$ cat src/rtl/convolution_3x3_if.sv
// Stream and kernel-load signals of the 3x3 convolution stage.
// master = upstream/downstream environment side, slave = the convolution stage.
interface convolution_3x3_if #(
   parameter int HC_W = 11,
   parameter int VC_W = 10
) ();
   logic                          kernel_load_in;
   logic signed [2:0][2:0][7:0]   coeffs_in;
   logic signed [7:0]             shift_in;
   logic signed [7:0]             offset_in;
   logic                          data_valid_in;
   logic                          in_ready_out;
   logic        [2:0][2:0][7:0]   window_in;
   logic        [HC_W-1:0]        hcount_in;
   logic        [VC_W-1:0]        vcount_in;
   logic                          data_valid_out;
   logic                          out_ready_in;
   logic        [7:0]             pixel_out;
   logic        [HC_W-1:0]        hcount_out;
   logic        [VC_W-1:0]        vcount_out;

   modport master (
      output kernel_load_in, coeffs_in, shift_in, offset_in,
      output data_valid_in, window_in, hcount_in, vcount_in, out_ready_in,
      input  in_ready_out, data_valid_out, pixel_out, hcount_out, vcount_out
   );

   modport slave (
      input  kernel_load_in, coeffs_in, shift_in, offset_in,
      input  data_valid_in, window_in, hcount_in, vcount_in, out_ready_in,
      output in_ready_out, data_valid_out, pixel_out, hcount_out, vcount_out
   );
endinterface

$ cat src/rtl/convolution_3x3.sv
// Three-stage pipelined 3x3 convolution (multiply, sum, shift/offset/clamp).
// Define CONV_ABS_EN to take the magnitude of the shifted sum before the offset add.
module convolution_3x3 #(
   parameter int HC_W = 11,
   parameter int VC_W = 10
) (
   input logic         clk_in,
   input logic         rst_n_in,
   convolution_3x3_if.slave bus
);
   logic signed [2:0][2:0][7:0] k_coeffs;
   logic signed [7:0]           k_shift;
   logic signed [7:0]           k_offset;
   logic [3:0]                  k_sh;
   logic                        advance;

   logic [8:0][16:0]            prod_c;
   logic signed [20:0]          sum_c;
   logic signed [20:0]          shifted_c;
   logic signed [20:0]          mag_c;
   logic signed [20:0]          res_c;
   logic [7:0]                  pix_c;

   logic                        s1_valid;
   logic [8:0][16:0]            s1_prod;
   logic [3:0]                  s1_sh;
   logic [7:0]                  s1_off;
   logic [HC_W-1:0]             s1_hc;
   logic [VC_W-1:0]             s1_vc;

   logic                        s2_valid;
   logic signed [20:0]          s2_sum;
   logic [3:0]                  s2_sh;
   logic [7:0]                  s2_off;
   logic [HC_W-1:0]             s2_hc;
   logic [VC_W-1:0]             s2_vc;

   assign advance          = bus.out_ready_in | ~bus.data_valid_out;
   assign bus.in_ready_out = advance;

   // Kernel registers load on the pulse regardless of stalls; stage 1 samples them.
   always_ff @(posedge clk_in or negedge rst_n_in) begin
      if (!rst_n_in) begin
         k_coeffs <= '0;
         k_shift  <= '0;
         k_offset <= '0;
      end else if (bus.kernel_load_in) begin
         k_coeffs <= bus.coeffs_in;
         k_shift  <= bus.shift_in;
         k_offset <= bus.offset_in;
      end
   end

   always_comb begin
      if (k_shift[7])
         k_sh = '0;
      else if (k_shift > 8'sd15)
         k_sh = 4'd15;
      else
         k_sh = k_shift[3:0];
   end

   for (genvar i = 0; i < 9; i++) begin : g_mul
      logic signed [16:0] coef_x;
      logic signed [16:0] pix_x;
      assign coef_x    = {{9{k_coeffs[i/3][i%3][7]}}, k_coeffs[i/3][i%3]};
      assign pix_x     = {9'b0, bus.window_in[i/3][i%3]};
      assign prod_c[i] = coef_x * pix_x;
   end

   function automatic logic signed [20:0] sx(input logic [16:0] p);
      return {{4{p[16]}}, p};
   endfunction

   always_comb begin
      sum_c = sx(s1_prod[0]) + sx(s1_prod[1]) + sx(s1_prod[2])
            + sx(s1_prod[3]) + sx(s1_prod[4]) + sx(s1_prod[5])
            + sx(s1_prod[6]) + sx(s1_prod[7]) + sx(s1_prod[8]);
   end

   always_comb begin
      shifted_c = s2_sum >>> s2_sh;
`ifdef CONV_ABS_EN
      mag_c = shifted_c[20] ? -shifted_c : shifted_c;
`else
      mag_c = shifted_c;
`endif
      res_c = mag_c + {{13{s2_off[7]}}, s2_off};
      if (res_c[20])
         pix_c = '0;
      else if (res_c > 21'sd255)
         pix_c = '1;
      else
         pix_c = res_c[7:0];
   end

   // Data registers only load with valid entries so outputs stay stable across bubbles.
   always_ff @(posedge clk_in or negedge rst_n_in) begin
      if (!rst_n_in) begin
         s1_valid           <= 1'b0;
         s1_prod            <= '0;
         s1_sh              <= '0;
         s1_off             <= '0;
         s1_hc              <= '0;
         s1_vc              <= '0;
         s2_valid           <= 1'b0;
         s2_sum             <= '0;
         s2_sh              <= '0;
         s2_off             <= '0;
         s2_hc              <= '0;
         s2_vc              <= '0;
         bus.data_valid_out <= 1'b0;
         bus.pixel_out      <= '0;
         bus.hcount_out     <= '0;
         bus.vcount_out     <= '0;
      end else if (advance) begin
         s1_valid           <= bus.data_valid_in;
         s2_valid           <= s1_valid;
         bus.data_valid_out <= s2_valid;
         if (bus.data_valid_in) begin
            s1_prod <= prod_c;
            s1_sh   <= k_sh;
            s1_off  <= k_offset;
            s1_hc   <= bus.hcount_in;
            s1_vc   <= bus.vcount_in;
         end
         if (s1_valid) begin
            s2_sum <= sum_c;
            s2_sh  <= s1_sh;
            s2_off <= s1_off;
            s2_hc  <= s1_hc;
            s2_vc  <= s1_vc;
         end
         if (s2_valid) begin
            bus.pixel_out  <= pix_c;
            bus.hcount_out <= s2_hc;
            bus.vcount_out <= s2_vc;
         end
      end
   end
endmodule

$ cat src/flat_wrapper.sv
// flat-port wrapper written by rule: the top's interface ports become plain ports
module convolution_3x3_flat 
#(
   parameter int HC_W = 11,
   parameter int VC_W = 10
)
  (clk_in, rst_n_in, bus_kernel_load_in, bus_coeffs_in, bus_shift_in, bus_offset_in, bus_data_valid_in, bus_window_in, bus_hcount_in, bus_vcount_in, bus_out_ready_in, bus_in_ready_out, bus_data_valid_out, bus_pixel_out, bus_hcount_out, bus_vcount_out);
  convolution_3x3_if #(.HC_W(HC_W), .VC_W(VC_W)) bus_i ();
  input logic clk_in;
  input logic rst_n_in;
  input wire logic [$bits(bus_i.kernel_load_in)-1:0] bus_kernel_load_in;
  input wire logic [$bits(bus_i.coeffs_in)-1:0] bus_coeffs_in;
  input wire logic [$bits(bus_i.shift_in)-1:0] bus_shift_in;
  input wire logic [$bits(bus_i.offset_in)-1:0] bus_offset_in;
  input wire logic [$bits(bus_i.data_valid_in)-1:0] bus_data_valid_in;
  input wire logic [$bits(bus_i.window_in)-1:0] bus_window_in;
  input wire logic [$bits(bus_i.hcount_in)-1:0] bus_hcount_in;
  input wire logic [$bits(bus_i.vcount_in)-1:0] bus_vcount_in;
  input wire logic [$bits(bus_i.out_ready_in)-1:0] bus_out_ready_in;
  output wire logic [$bits(bus_i.in_ready_out)-1:0] bus_in_ready_out;
  output wire logic [$bits(bus_i.data_valid_out)-1:0] bus_data_valid_out;
  output wire logic [$bits(bus_i.pixel_out)-1:0] bus_pixel_out;
  output wire logic [$bits(bus_i.hcount_out)-1:0] bus_hcount_out;
  output wire logic [$bits(bus_i.vcount_out)-1:0] bus_vcount_out;
  assign bus_i.kernel_load_in = bus_kernel_load_in;
  assign bus_i.coeffs_in = bus_coeffs_in;
  assign bus_i.shift_in = bus_shift_in;
  assign bus_i.offset_in = bus_offset_in;
  assign bus_i.data_valid_in = bus_data_valid_in;
  assign bus_i.window_in = bus_window_in;
  assign bus_i.hcount_in = bus_hcount_in;
  assign bus_i.vcount_in = bus_vcount_in;
  assign bus_i.out_ready_in = bus_out_ready_in;
  assign bus_in_ready_out = bus_i.in_ready_out;
  assign bus_data_valid_out = bus_i.data_valid_out;
  assign bus_pixel_out = bus_i.pixel_out;
  assign bus_hcount_out = bus_i.hcount_out;
  assign bus_vcount_out = bus_i.vcount_out;
  convolution_3x3 #(.HC_W(HC_W), .VC_W(VC_W)) u_core (.clk_in(clk_in), .rst_n_in(rst_n_in), .bus(bus_i));
endmodule
$ cat config.mk
export PLATFORM = sky130hd
export DESIGN_NAME = convolution_3x3_flat
export DESIGN_NICKNAME = d
export VERILOG_FILES = /design/src/rtl/convolution_3x3_if.sv /design/src/rtl/convolution_3x3.sv /design/src/flat_wrapper.sv
export SDC_FILE = /design/constraint.sdc
export NUM_CORES = 2
export LEC_CHECK = 0
export BUFFER_PORTS_ARGS = -buffer_cell sky130_fd_sc_hd__buf_2
export CELL_PAD_IN_SITES_DETAIL_PLACEMENT = 0
export CELL_PAD_IN_SITES_GLOBAL_PLACEMENT = 1
export CORE_UTILIZATION = 54
export DETAILED_ROUTE_END_ITERATION = 6
export PLACE_DENSITY_LB_ADDON = 0.08
export SYNTH_ARGS = -nofsm -noshare
export SYNTH_HDL_FRONTEND = slang
export SYNTH_SLANG_ARGS = --single-unit
$ cat constraint.sdc
create_clock -name clk_in -period 13.8 [get_ports clk_in]
set_input_delay 2.07 -clock clk_in [delete_from_list [all_inputs] [get_ports clk_in]]
set_output_delay 2.07 -clock clk_in [all_outputs]
set_load 0.01 [all_outputs]
## Word level (Yosys, flattened, before mapping)

Index checks and enable logic that the tools add are counted.

| storage, ports and cells | value |
|---|---|
| bits in registers | 360 |
| bits of input ports | 186 |
| output and inout bits | 31 |
| logic and storage cells | 65 |

| cells by class | value |
|---|---|
| $add $sub $neg | 9 |
| multiply operators | 9 |
| magnitude comparators | 2 |
| shift-type cells | 1 |
| multiplexer cells | 4 |
| bitwise logic cells | 2 |
| reduce and logical (&&, ||, !) cells | 3 |

Operators with widths:

| kind | count |
|---|---|
| multiplier 8 x 9 -> 17 bit | 9 |
| adder 21 x 17 -> 21 bit | 6 |
| adder 21 bit | 1 |
| > comparator 21 x 9 -> 1 bit (second input constant) | 1 |
| >>> shifter 21 x 4 -> 21 bit | 1 |
| adder 18 x 17 -> 19 bit | 1 |
| adder 17 x 17 -> 18 bit | 1 |
| 2-to-1 mux 8 bit | 2 |
| > comparator 8 x 5 -> 1 bit (second input constant) | 1 |
| 2-to-1 mux 4 bit | 2 |
| AND reduction 2 bit | 3 |
| NOT 1 bit | 1 |
| bitwise OR 1 bit | 1 |

## Longest topological paths before layout

| depth | value |
|---|---|
| depth in word-level cells | 8 |
| depth in mapped cells | 25 |
| mapped depth without buffers | 25 |

## Worst setup path after synthesis

Ideal clock, no wire load.

| timing | value |
|---|---|
| kind | register to register |
| from | reg u_core.s1_prod[1] in the netlist's numbering |
| to | reg u_core.s2_sum[20] |
| setup time | 0.136 ns |
| arrival | 6.582 ns |
| data required time | 13.664 ns |
| path slack | 7.082 ns |
| cell stages (with the launch flop) | 26 |
| buffers on the path | 0 |
| clock period less this slack | 6.718 ns |
| path through | dfrtp_1 -> fa_1 -> ha_1 -> fa_1 -> a21o_1 -> a21o_1 -> a21oi_1 -> o21ai_0 -> a211oi_1 -> nor3_1 -> or3_1 -> a21oi_1 -> xnor2_1 -> fa_1 -> inv_1 -> fa_1 -> fa_1 -> fa_1 -> inv_1 -> ha_1 -> or3_1 -> or3_1 -> o21bai_1 -> a41oi_1 -> xnor2_1 -> o21ai_0 |

| between the ends | value |
|---|---|
| cells in the longest elaborated chain, start to end | 8 |

Ends and longest elaborated chain:

| item | line | text |
|---|---|---|
| start, declared | convolution_3x3.sv:25 | `logic [8:0][16:0] s1_prod;` |
| start signal, assigned | convolution_3x3.sv:121 | `s1_prod <= prod_c;` |
| adder 17 x 17 -> 18 bit | convolution_3x3.sv:76 | `sum_c = sx(s1_prod[0]) + sx(s1_prod[1]) + sx(s1_prod[2])` |
| adder 18 x 17 -> 19 bit | convolution_3x3.sv:76 |  |
| adder 21 x 17 -> 21 bit (3 in a row) | convolution_3x3.sv:77 | `+ sx(s1_prod[3]) + sx(s1_prod[4]) + sx(s1_prod[5])` |
| adder 21 x 17 -> 21 bit (3 in a row) | convolution_3x3.sv:78 | `+ sx(s1_prod[6]) + sx(s1_prod[7]) + sx(s1_prod[8]);` |
| end signal, assigned | convolution_3x3.sv:128 | `s2_sum <= sum_c;` |
| end, declared | convolution_3x3.sv:32 | `logic signed [20:0] s2_sum;` |

Every way passes these cells.
A chain may end at the register's enable or synchronous reset.

## Worst setup path after layout

Ends and elaborated chain as after synthesis.

==> results.toml <==
[sta]
hold_slack_ns = 0.457
fin_skew_ns = 0.0186
fin_crit_sh = 0.514
setup_violations = 0
rsz0062_at_grt = "false"
slew_viol_final = 0
max_slew_margin = 0.341
worstMarginPinSlew_ns = 0.989
hold_viol_final = 0
fmax_mhz = 141
min_period_ns = 7.10
fin_setup_tns_ns = 0

[finish]
area_growth_pct = 9.54
fillers = 6299
multi_input_area_um2 = 26400
ff_latch_area_um2 = 9010
final_layout_size_suffix_gt1_frac = 0.109
nets = 5273

[floorplan]
coreArea_um2 = 70000
die_w_um = 268
rows = 97
dieArea_um2 = 71800
pin_count = 217
start_util = 0.545
chipHeight_um = 268

[routing]
drt_pass1_iterations = 7
post_drt_wl_per_cell_um = 16.3
drt-vias-per-instance = 5.20
vias = 26900
drc = 2
ant_nets = 0
drt-initial-drc-count = 1252
wl_mm = 84.1

[synthesis]
yosys_warnings = 0
syn_avg_cell_area_um2 = 9.50
synthTopCellsByCount = "inv_1 (639), nand2_1 (631), ha_1 (446), fa_1 (445), dfrtp_1 (360)"
synth_top_area_share = 0.236
ys_types = 66
ys.flop_type = "dfrtp_1"
synth_area_um2 = 38200
synth_edf_count = 0
synth_most_common_cell = "inv_1"
ys_seq_area_frac = 0.236
ys_async_sr_fraction = 1.00
syn_inst = 4016
ys_seq_elements = 360
synth_nets = 5093
synth_top_cell_by_area = "dfrtp_1"
yosys-top-cells-area = "dfrtp_1 (24%), fa_1 (23%), ha_1 (15%)"

[critical_path]
critPathCaptureType = "register"
cp.required_ns = 14.25
crit_arrival_ns = 7.55
critPathMaxFanout = 3
start_kind = "register"
criticalPathCategory = "register to register"

[clocking]
cts-buffers-inserted = 45
cts_setup_buffers = 0
h-tree-depth = 2
path_clk_slew_ns = 0.06
hold_buffers = 0
root_buffer = "clkbuf_16"
clock-sinks = 360
insertion_delay_ns = 0.61
cts_resized = 0
cts_buffer_depth = 3
cts_tree = "built"

[worst_hold_path]
hp-class = "register to register"

[global_route]
track_usage = 0.246
antenna_found_initial = 3
grt_pass1_vias = 27500
grt_max_degree = 101
overflow = 0
grt_pass1_wl_mm = 141

[status]
violations = "DRC"
status = "complete, but fails checks"

[flow_run]
maxCapViolations = 0

[placement]
gp_congestion = 0.866
numPortBuffers = 216
dpl.hpwl_mm = 67.2
-- metrics by stage --
stage	area, um2	util	setup slack, ns	std cells
final	41800	0.597	6.70	5175
after global routing	41800	0.597	6.33	5174
after CTS	41800	0.597	6.71	5171
after detailed placement	40200	0.574	6.73	5089
after global placement	40200	0.574	6.79	5089
after floorplan	38200	-	7.08	4016
-- worst paths after layout --
| check | from | to | slack (ns) | depth (start not counted) |
|---|---|---|---|---|
| min in group asynchronous | rst_n_in | u_core.g_mul[8].coef_x[1]$_DFFE_PN0P_ | 1.47 | 1 |
| worst max register to register | u_core.s1_prod[1]$_DFFE_PN0P_ | u_core.s2_sum[20]$_DFFE_PN0P_ | 6.70 | 25 |
| max in group asynchronous | rst_n_in | u_core.g_mul[1].coef_x[7]$_DFFE_PN0P_ | 10.80 | 2 |
| worst min-delay path | u_core.s2_vc[7]$_DFFE_PN0P_ | u_core.bus.vcount_out[7]$_DFFE_PN0P_ | 0.46 | 2 |
| worst min register to register | u_core.s2_vc[7]$_DFFE_PN0P_ | u_core.bus.vcount_out[7]$_DFFE_PN0P_ | 0.46 | 2 |
| worst max-delay path | u_core.s1_prod[1]$_DFFE_PN0P_ | u_core.s2_sum[20]$_DFFE_PN0P_ | 6.70 | 25 |
-- worst max-delay path, stage by stage (launching register included) --
cell and delay (ns):
dfrtp_1 0.40, fa_1 0.48, ha_1 0.23, fa_1 0.46
a21o_1 0.19, a21o_1 0.19, a21oi_1 0.19, o21ai_0 0.17
a211oi_1 0.33, nor3_1 0.10, or3_1 0.31, a21oi_1 0.18
xnor2_1 0.18, fa_1 0.44, inv_1 0.08, fa_1 0.44
fa_1 0.48, fa_1 0.49, inv_1 0.04, ha_1 0.19
or3_1 0.37, or3_1 0.37, o21bai_1 0.16, a41oi_1 0.26
xnor2_1 0.14, o21ai_0 0.08
-- sequential cells by signal (all words and copies together), names as in the netlist --
name and flops:
u_core.bus.pixel_out 8, u_core.k_offset 8, u_core.bus.vcount_out 10, u_core.s2_hc 11, u_core.s1_prod 153, u_core.s1_vc 10, u_core.s2_sh 4, u_core.s2_valid 1
u_core.bus.hcount_out 11, u_core.g_mul.coef_x 72, u_core.s2_vc 10, u_core.bus.data_valid_out 1, u_core.s2_off 8, u_core.s2_sum 21, u_core.k_shift 8, u_core.s1_off 8
u_core.s1_hc 11, u_core.s1_valid 1, u_core.s1_sh 4
-- area by class of cell --
class,count,area share
antenna,4,0.000239
multi-input combinational,2920,0.632
inverter,641,0.0575
tap,940,0.0281
clock inverter,25,0.00913
timing repair buffer,228,0.0283
sequential,360,0.215
clock buffer,57,0.0297
-- layer usage --
layer / track usage / part of all wire / up-vias
met5: 0 / 0 / -
met4: 0.0554 / 0.019 / 0
met3: 0.0302 / 0.032 / 95
met2: 0.423 / 0.49 / 342
met1: 0.331 / 0.45 / 13300
li1: - / - / 13200
-- cells by family (layout without fill, tap and decap cells) --
group | Yosys count | after routing | synth area share
AO/OA/AOI/OAI | 487 | 487 | 0.0795
XOR/XNOR | 131 | 131 | 0.0301
adder cells (fa/ha/maj) | 891 | 891 | 0.380
buffers and inverters | 736 | 951 | 0.0726
flip-flops | 360 | 360 | 0.236
multiplexers | 148 | 148 | 0.0453
other | 0 | 4 | 0
AND/OR/NAND/NOR | 1263 | 1263 | 0.157
-- cells in the final DEF, fill, tap and decap left out, types with 68 or more instances in the layout --
cell type / count
inv_1: 639
mux2_2: 119
and2_1: 314
fa_1: 445
a21oi_1: 77
dfrtp_1: 360
o21ai_0: 209
nand2b_1: 68
nand2_1: 629
buf_2: 214
nor2_1: 107
xnor2_1: 71
ha_1: 446
Power is not shown: default switching activity piles up to over one toggle a cycle in this logic, so the estimate is an artifact.
